File: src/rtl/uart_rx_sipo.sv
// UART receive stage: synchronises the serial line, finds the start bit,
// samples each bit at its middle using an oversampled clock and presents the
// recovered word with parity/stop status and a one-cycle done pulse.
module uart_rx_sipo #(
    parameter int OVERSAMPLE  = 16,
    parameter int SYNC_STAGES = 2
) (
    input  logic       BaudOut,
    input  logic       rst,
    input  logic       data_tx,
    input  logic [1:0] parity_type,
    input  logic       stop_bits,
    input  logic       data_length,
    output logic [7:0] data_parll,
    output logic       rx_active,
    output logic       rx_done,
    output logic       parity_error,
    output logic       stop_error
);

    localparam int TW = $clog2(OVERSAMPLE);
    localparam logic [TW-1:0] T_HALF = TW'(OVERSAMPLE / 2 - 1);
    localparam logic [TW-1:0] T_FULL = TW'(OVERSAMPLE - 1);

    typedef enum logic [2:0] {
        IDLE,
        START,
        DATA,
        PARITY,
        STOP,
        DONE
    } state_t;

    state_t                 state_q, state_d;
    logic [SYNC_STAGES-1:0] sync_q, sync_d;
    logic [TW-1:0]          tcnt_q, tcnt_d;
    logic [2:0]             bcnt_q, bcnt_d;
    logic [7:0]             shift_q, shift_d;
    logic                   par_acc_q, par_acc_d;
    logic                   perr_q, perr_d;
    logic                   serr_q, serr_d;
    logic [1:0]             cfg_par_q, cfg_par_d;
    logic                   cfg_stop2_q, cfg_stop2_d;
    logic                   cfg_len8_q, cfg_len8_d;
    logic [7:0]             data_q, data_d;
    logic                   perr_out_q, perr_out_d;
    logic                   serr_out_q, serr_out_d;

    logic rxs;
    logic data_last;
    logic par_en;
    logic serr_next;

    assign rxs          = sync_q[SYNC_STAGES-1];
    assign data_last    = cfg_len8_q ? (bcnt_q == 3'd7) : (bcnt_q == 3'd6);
    assign par_en       = (cfg_par_q == 2'b01) || (cfg_par_q == 2'b10);
    assign serr_next    = serr_q | ~rxs;

    assign data_parll   = data_q;
    assign parity_error = perr_out_q;
    assign stop_error   = serr_out_q;

    // Metastability chain: new line value enters at stage 0.
    always_comb begin
        sync_d = {sync_q[SYNC_STAGES-2:0], data_tx};
    end

    // Frame FSM: next state, bit timing, data assembly and status outputs.
    always_comb begin
        state_d     = state_q;
        tcnt_d      = tcnt_q + TW'(1);
        bcnt_d      = bcnt_q;
        shift_d     = shift_q;
        par_acc_d   = par_acc_q;
        perr_d      = perr_q;
        serr_d      = serr_q;
        cfg_par_d   = cfg_par_q;
        cfg_stop2_d = cfg_stop2_q;
        cfg_len8_d  = cfg_len8_q;
        data_d      = data_q;
        perr_out_d  = perr_out_q;
        serr_out_d  = serr_out_q;
        rx_active   = 1'b0;
        rx_done     = 1'b0;

        case (state_q)
            IDLE: begin
                tcnt_d = '0;
                if (!rxs) begin
                    // Frame settings are frozen here for the whole frame.
                    state_d     = START;
                    bcnt_d      = '0;
                    shift_d     = '0;
                    par_acc_d   = 1'b0;
                    perr_d      = 1'b0;
                    serr_d      = 1'b0;
                    cfg_par_d   = parity_type;
                    cfg_stop2_d = stop_bits;
                    cfg_len8_d  = data_length;
                end
            end
            START: begin
                rx_active = 1'b1;
                if (tcnt_q == T_HALF) begin
                    tcnt_d  = '0;
                    // A high line at mid start bit was only a glitch.
                    state_d = rxs ? IDLE : DATA;
                end
            end
            DATA: begin
                rx_active = 1'b1;
                if (tcnt_q == T_FULL) begin
                    tcnt_d    = '0;
                    par_acc_d = par_acc_q ^ rxs;
                    if (data_last) begin
                        bcnt_d  = '0;
                        // 7-bit words are shifted one place further so bit 7 reads 0.
                        shift_d = cfg_len8_q ? {rxs, shift_q[7:1]}
                                             : {1'b0, rxs, shift_q[7:2]};
                        state_d = par_en ? PARITY : STOP;
                    end else begin
                        bcnt_d  = bcnt_q + 3'd1;
                        shift_d = {rxs, shift_q[7:1]};
                    end
                end
            end
            PARITY: begin
                rx_active = 1'b1;
                if (tcnt_q == T_FULL) begin
                    tcnt_d  = '0;
                    perr_d  = (cfg_par_q == 2'b01) ? ~(par_acc_q ^ rxs)
                                                   : (par_acc_q ^ rxs);
                    state_d = STOP;
                end
            end
            STOP: begin
                rx_active = 1'b1;
                if (tcnt_q == T_FULL) begin
                    tcnt_d = '0;
                    serr_d = serr_next;
                    if (bcnt_q == {2'b00, cfg_stop2_q}) begin
                        state_d    = DONE;
                        data_d     = shift_q;
                        perr_out_d = perr_q;
                        serr_out_d = serr_next;
                    end else begin
                        bcnt_d = bcnt_q + 3'd1;
                    end
                end
            end
            DONE: begin
                rx_done = 1'b1;
                tcnt_d  = '0;
                state_d = IDLE;
            end
            default: begin
                tcnt_d  = '0;
                state_d = IDLE;
            end
        endcase
    end

    // State and datapath registers; reset discards any partial frame.
    always_ff @(posedge BaudOut or negedge rst) begin
        if (!rst) begin
            state_q     <= IDLE;
            sync_q      <= '1;
            tcnt_q      <= '0;
            bcnt_q      <= '0;
            shift_q     <= '0;
            par_acc_q   <= 1'b0;
            perr_q      <= 1'b0;
            serr_q      <= 1'b0;
            cfg_par_q   <= 2'b00;
            cfg_stop2_q <= 1'b0;
            cfg_len8_q  <= 1'b0;
            data_q      <= '0;
            perr_out_q  <= 1'b0;
            serr_out_q  <= 1'b0;
        end else begin
            state_q     <= state_d;
            sync_q      <= sync_d;
            tcnt_q      <= tcnt_d;
            bcnt_q      <= bcnt_d;
            shift_q     <= shift_d;
            par_acc_q   <= par_acc_d;
            perr_q      <= perr_d;
            serr_q      <= serr_d;
            cfg_par_q   <= cfg_par_d;
            cfg_stop2_q <= cfg_stop2_d;
            cfg_len8_q  <= cfg_len8_d;
            data_q      <= data_d;
            perr_out_q  <= perr_out_d;
            serr_out_q  <= serr_out_d;
        end
    end

endmodule

File: config.mk
export PLATFORM = sky130hd
export DESIGN_NAME = uart_rx_sipo
export DESIGN_NICKNAME = d
export VERILOG_FILES = /design/src/rtl/uart_rx_sipo.sv
export SDC_FILE = /design/constraint.sdc
export NUM_CORES = 1
export LEC_CHECK = 0
export ABC_AREA = 1
export CAP_MARGIN = 30
export CORE_ASPECT_RATIO = 1.4
export CORE_MARGIN = 2
export CORE_UTILIZATION = 35
export DETAILED_ROUTE_END_ITERATION = 8
export PLACE_DENSITY = 0.64
export SETUP_SLACK_MARGIN = 0.2
export SLEW_MARGIN = 20
export SYNTH_ARGS = -nofsm -noshare
export SYNTH_HDL_FRONTEND = slang
export SYNTH_SLANG_ARGS = --single-unit
File: constraint.sdc
create_clock -name BaudOut -period 2.25 [get_ports BaudOut]
set_input_delay 0.45 -clock BaudOut [delete_from_list [all_inputs] [get_ports BaudOut]]
set_output_delay 0.45 -clock BaudOut [all_outputs]
set_load 0.005 [all_outputs]
==> impl_metrics.toml <==
[cells_and_area]
final_net_count = 256
final_layout_size_suffix_gt1_share_pct = 21.9
synth_to_final_area_change_pct = 23.6
n_antenna_cell = 0

[placed_design]
weighted_congestion_reported_at_the_end_of_routability_driven_placement = 0.816
pre_cts_ws_ps = 310
placement.io_buffers = 18
place_hpwl_mm = 2.49

[power_and_ir_drop]
max-vdd-ir-drop_uv = 726
p_leak_nw = 1.16
design_power_total_w = 0.00230
powerDensity_mw_per_mm2 = 994

[detailed_routing]
met3_length_um = 90
drc = 0
route.antenna.remaining_nets = 0
drt_pre_antenna_iters = 4
route.final.wire_length_mm = 3.40
detail_route.vias_per_cell = 4.66
met2_length_mm = 1.77
detail_route.wl_per_cell_um = 10.9
detail_route.wirelength.met1_mm = 1.48
highest-signal-layer = "met4"
drt_iter0_markers = 41
detailroute.via_count = 1458

[timing]
timing.final.ws_setup_ps = 318
min_period_ps = 1930
report.final.slew_viol_count = 0
max_slew_margin_pct = 66.5
whs_ps = 191
achievable_frequency_mhz = 518
timing.setup.tns_ps = 0
report.final.hold_viol_count = 0
timing_worst_slew_pin_value_ps = 501
setup_violators_final = 0
layout_worst_path_cycle_share_pct = 85.8
final.setup_skew_ps = 10.7
rsz0062_at_grt = "false"

[critical_path]
element_type_at_the_critical_path_start = "register"
critical_path.reg2reg.endpoint = "par_acc_q"
setup.worst_path.class = "reg2out"
crit_chain = "inv_2 -> buf_4 -> nor2_1 -> clkdlybuf4s50_1"
cp_num_buf_inv = 3
critical_path_depth = 4
timing.critical_path.slowest_cell_delay_ps = 500
path_max_fanout = 4
critical_path_end_type = "primary output"
cp.arrival_ps = 1480
slowest_stage_cell_on_the_critical_path = "clkdlybuf4s50_1"
worst-r2r-setup-slack_ps = 640
worst_path_dominant_cell_family = "buffers and inverters"
regToRegStartpoint = "tcnt_q[0]"
rr_worst_depth = 6
critical_path_required_ps = 1800

[synth]
post-synth-top-area-cell = "dfrtp_1"
postSynthRegisterBits = 37
yosysWarningCount = 0
main_combinational_cell_family_by_area_after_synthesis = "simple AND/OR/NAND/NOR gates"
synth_area_per_cell_um2 = 8.69
most_area_consuming_cells_after_synthesis = "dfrtp_1 47%, nand2_1 11%, o21ai_0 5.9%"
synth-seq-area-share_pct = 49.7
synth-compound-area-share_pct = 12.9
synth_fp_nets = 225
synth_simple_gate_area_share_pct = 26.9
synth_xor_area_share_pct = 1.88
synthAdderAreaFrac_pct = 2.01
synth_cells = 215
synth_largest_type_area_fraction_pct = 46.9
synth.distinct_cells = 27
synthesis.area_mm2 = 0.00187
synth.area.mux_share_pct = 0

[clock_tree]
path_clk_slew_ps = 70
clock_latency_on_the_worst_skew_pair_ps = 290
cts-buffers-inserted = 5
clockRootBuffer = "clkbuf_8"
clk_path_buf_depth = 2
numClockSinks = 37
hold_bufs_inserted_after_cts = 0
tritoncts = "done"
htreeDepth = 2

[grt]
grt_start_max_net_pins = 38
antenna_violations_before_repair = 0
gr-total-overflow = 0
grt_first_pass_wirelength_mm = 6.05
grt_util_all_layers_pct = 13.0
grt_pass1_vias = 1383

[floorplanning]
floorplan.die.height_um = 90.4
row_count = 31
ios = 19
coreArea_mm2 = 0.00516
die-width_um = 65.7
initial_cell_density_of_the_core_pct = 36.2
overall_die_area_mm2 = 0.00595

[min_path]
holdCritPathClass = "in2async"

[run_status]
run_status = "finished, final reports clean"

[job]
maxcap_viol_count = 0
## placed cells by master (no fill, tap or decap), types with 2 or more instances in the layout
cell	instances
a21oi_1	6
buf_4	8
clkbuf_8	5
dfrtp_2	3
dfstp_2	2
o21ai_0	21
dfrtp_1	32
nand3_1	11
xor2_1	4
nor2_4	5
nand4_1	3
nand2_2	3
inv_1	25
clkdlybuf4s50_1	16
nand2_1	56
o21ai_2	10
ha_1	3
nor2_1	10
inv_2	4
nand2_4	5
## registers in the layout, indices dropped and copies added, names as in the netlist
name          cells
shift_q           8
data_parll        8
bcnt_q            3
cfg_len8_q        1
cfg_stop2_q       1
parity_error      1
sync_q            2
cfg_par_q         2
state_q           3
perr_q            1
stop_error        1
serr_q            1
par_acc_q         1
tcnt_q            4
## worst reg2reg max path, cell delays in order, from the launching register on
cell and delay, ps:
dfrtp_1 400, ha_1 250, nand3_1 200, inv_2 130
nand2_4 130, nand2_1 200, o21ai_0 220
## metrics by stage
stage / std cells / utilization [%] / instance area [µm²]
floorplan: 215 / - / 1870
global placement: 299 / 41.2 / 2120
detailed placement: 299 / 41.2 / 2120
CTS: 313 / 44.7 / 2310
global route: 313 / 44.7 / 2310
finish: 313 / 44.7 / 2310
## layer usage
| layer | global-route usage (%) | vias up |
|---|---|---|
| li1 | - | 751 |
| met3 | 2.99 | 6 |
| met2 | 22.3 | 17 |
| met4 | 4.86 | 0 |
| met5 | 0 | - |
| met1 | 15.4 | 684 |
## cells in the mapped netlist, drive strengths merged
| cell type | count |
|---|---|
| dfstp | 2 |
| o211ai | 1 |
| nor2 | 17 |
| o21bai | 1 |
| nor3b | 1 |
| buf | 2 |
| a21oi | 6 |
| inv | 29 |
| a31oi | 1 |
| nand2 | 64 |
| nand3 | 12 |
| nand4 | 3 |
| ha | 3 |
| xor2 | 4 |
| and2 | 1 |
| dfrtp | 35 |
| nor3 | 2 |
| o21ai | 31 |
## report_power, final
part           leakage [nW]  total (W)  internal [W]  switching (W)
registers             0.491   0.000863      0.000770      0.0000938
logic                 0.618   0.000852      0.000341       0.000511
clock network        0.0543   0.000580      0.000332       0.000248
## final cells by class
type	count	area, µm²
fillers	523	2850
well taps	66	82.6
flip-flops and latches	37	932
inverters	29	109
clock inverters	3	46.3
clock buffers	5	68.8
multi-input cells	147	836
repair buffers	26	234
## what timing repair did
action                                  CTS  global route
endpoints found under the setup margin    1             0
hold endpoints to repair                  0             0
resized for setup                        11             0
buffers inserted                          6             0
## worst max path at each step
| stage | from | end |
|---|---|---|
| floorplan | state_q[0] | rx_active |
| finish | state_q[2] | rx_done |
| global placement | state_q[2] | rx_active |
| detailed placement | state_q[0] | rx_active |
| CTS | state_q[2] | rx_done |
| global route | state_q[2] | rx_done |
## cells by family after synthesis
group / after synthesis
AND/OR/NAND/NOR: 100
AO/OA/AOI/OAI: 40
flip-flops: 37
buffers and inverters: 31
XOR/XNOR: 4
adder cells (fa/ha/maj): 3
Note: power is estimated with default switching activity, not from simulation.
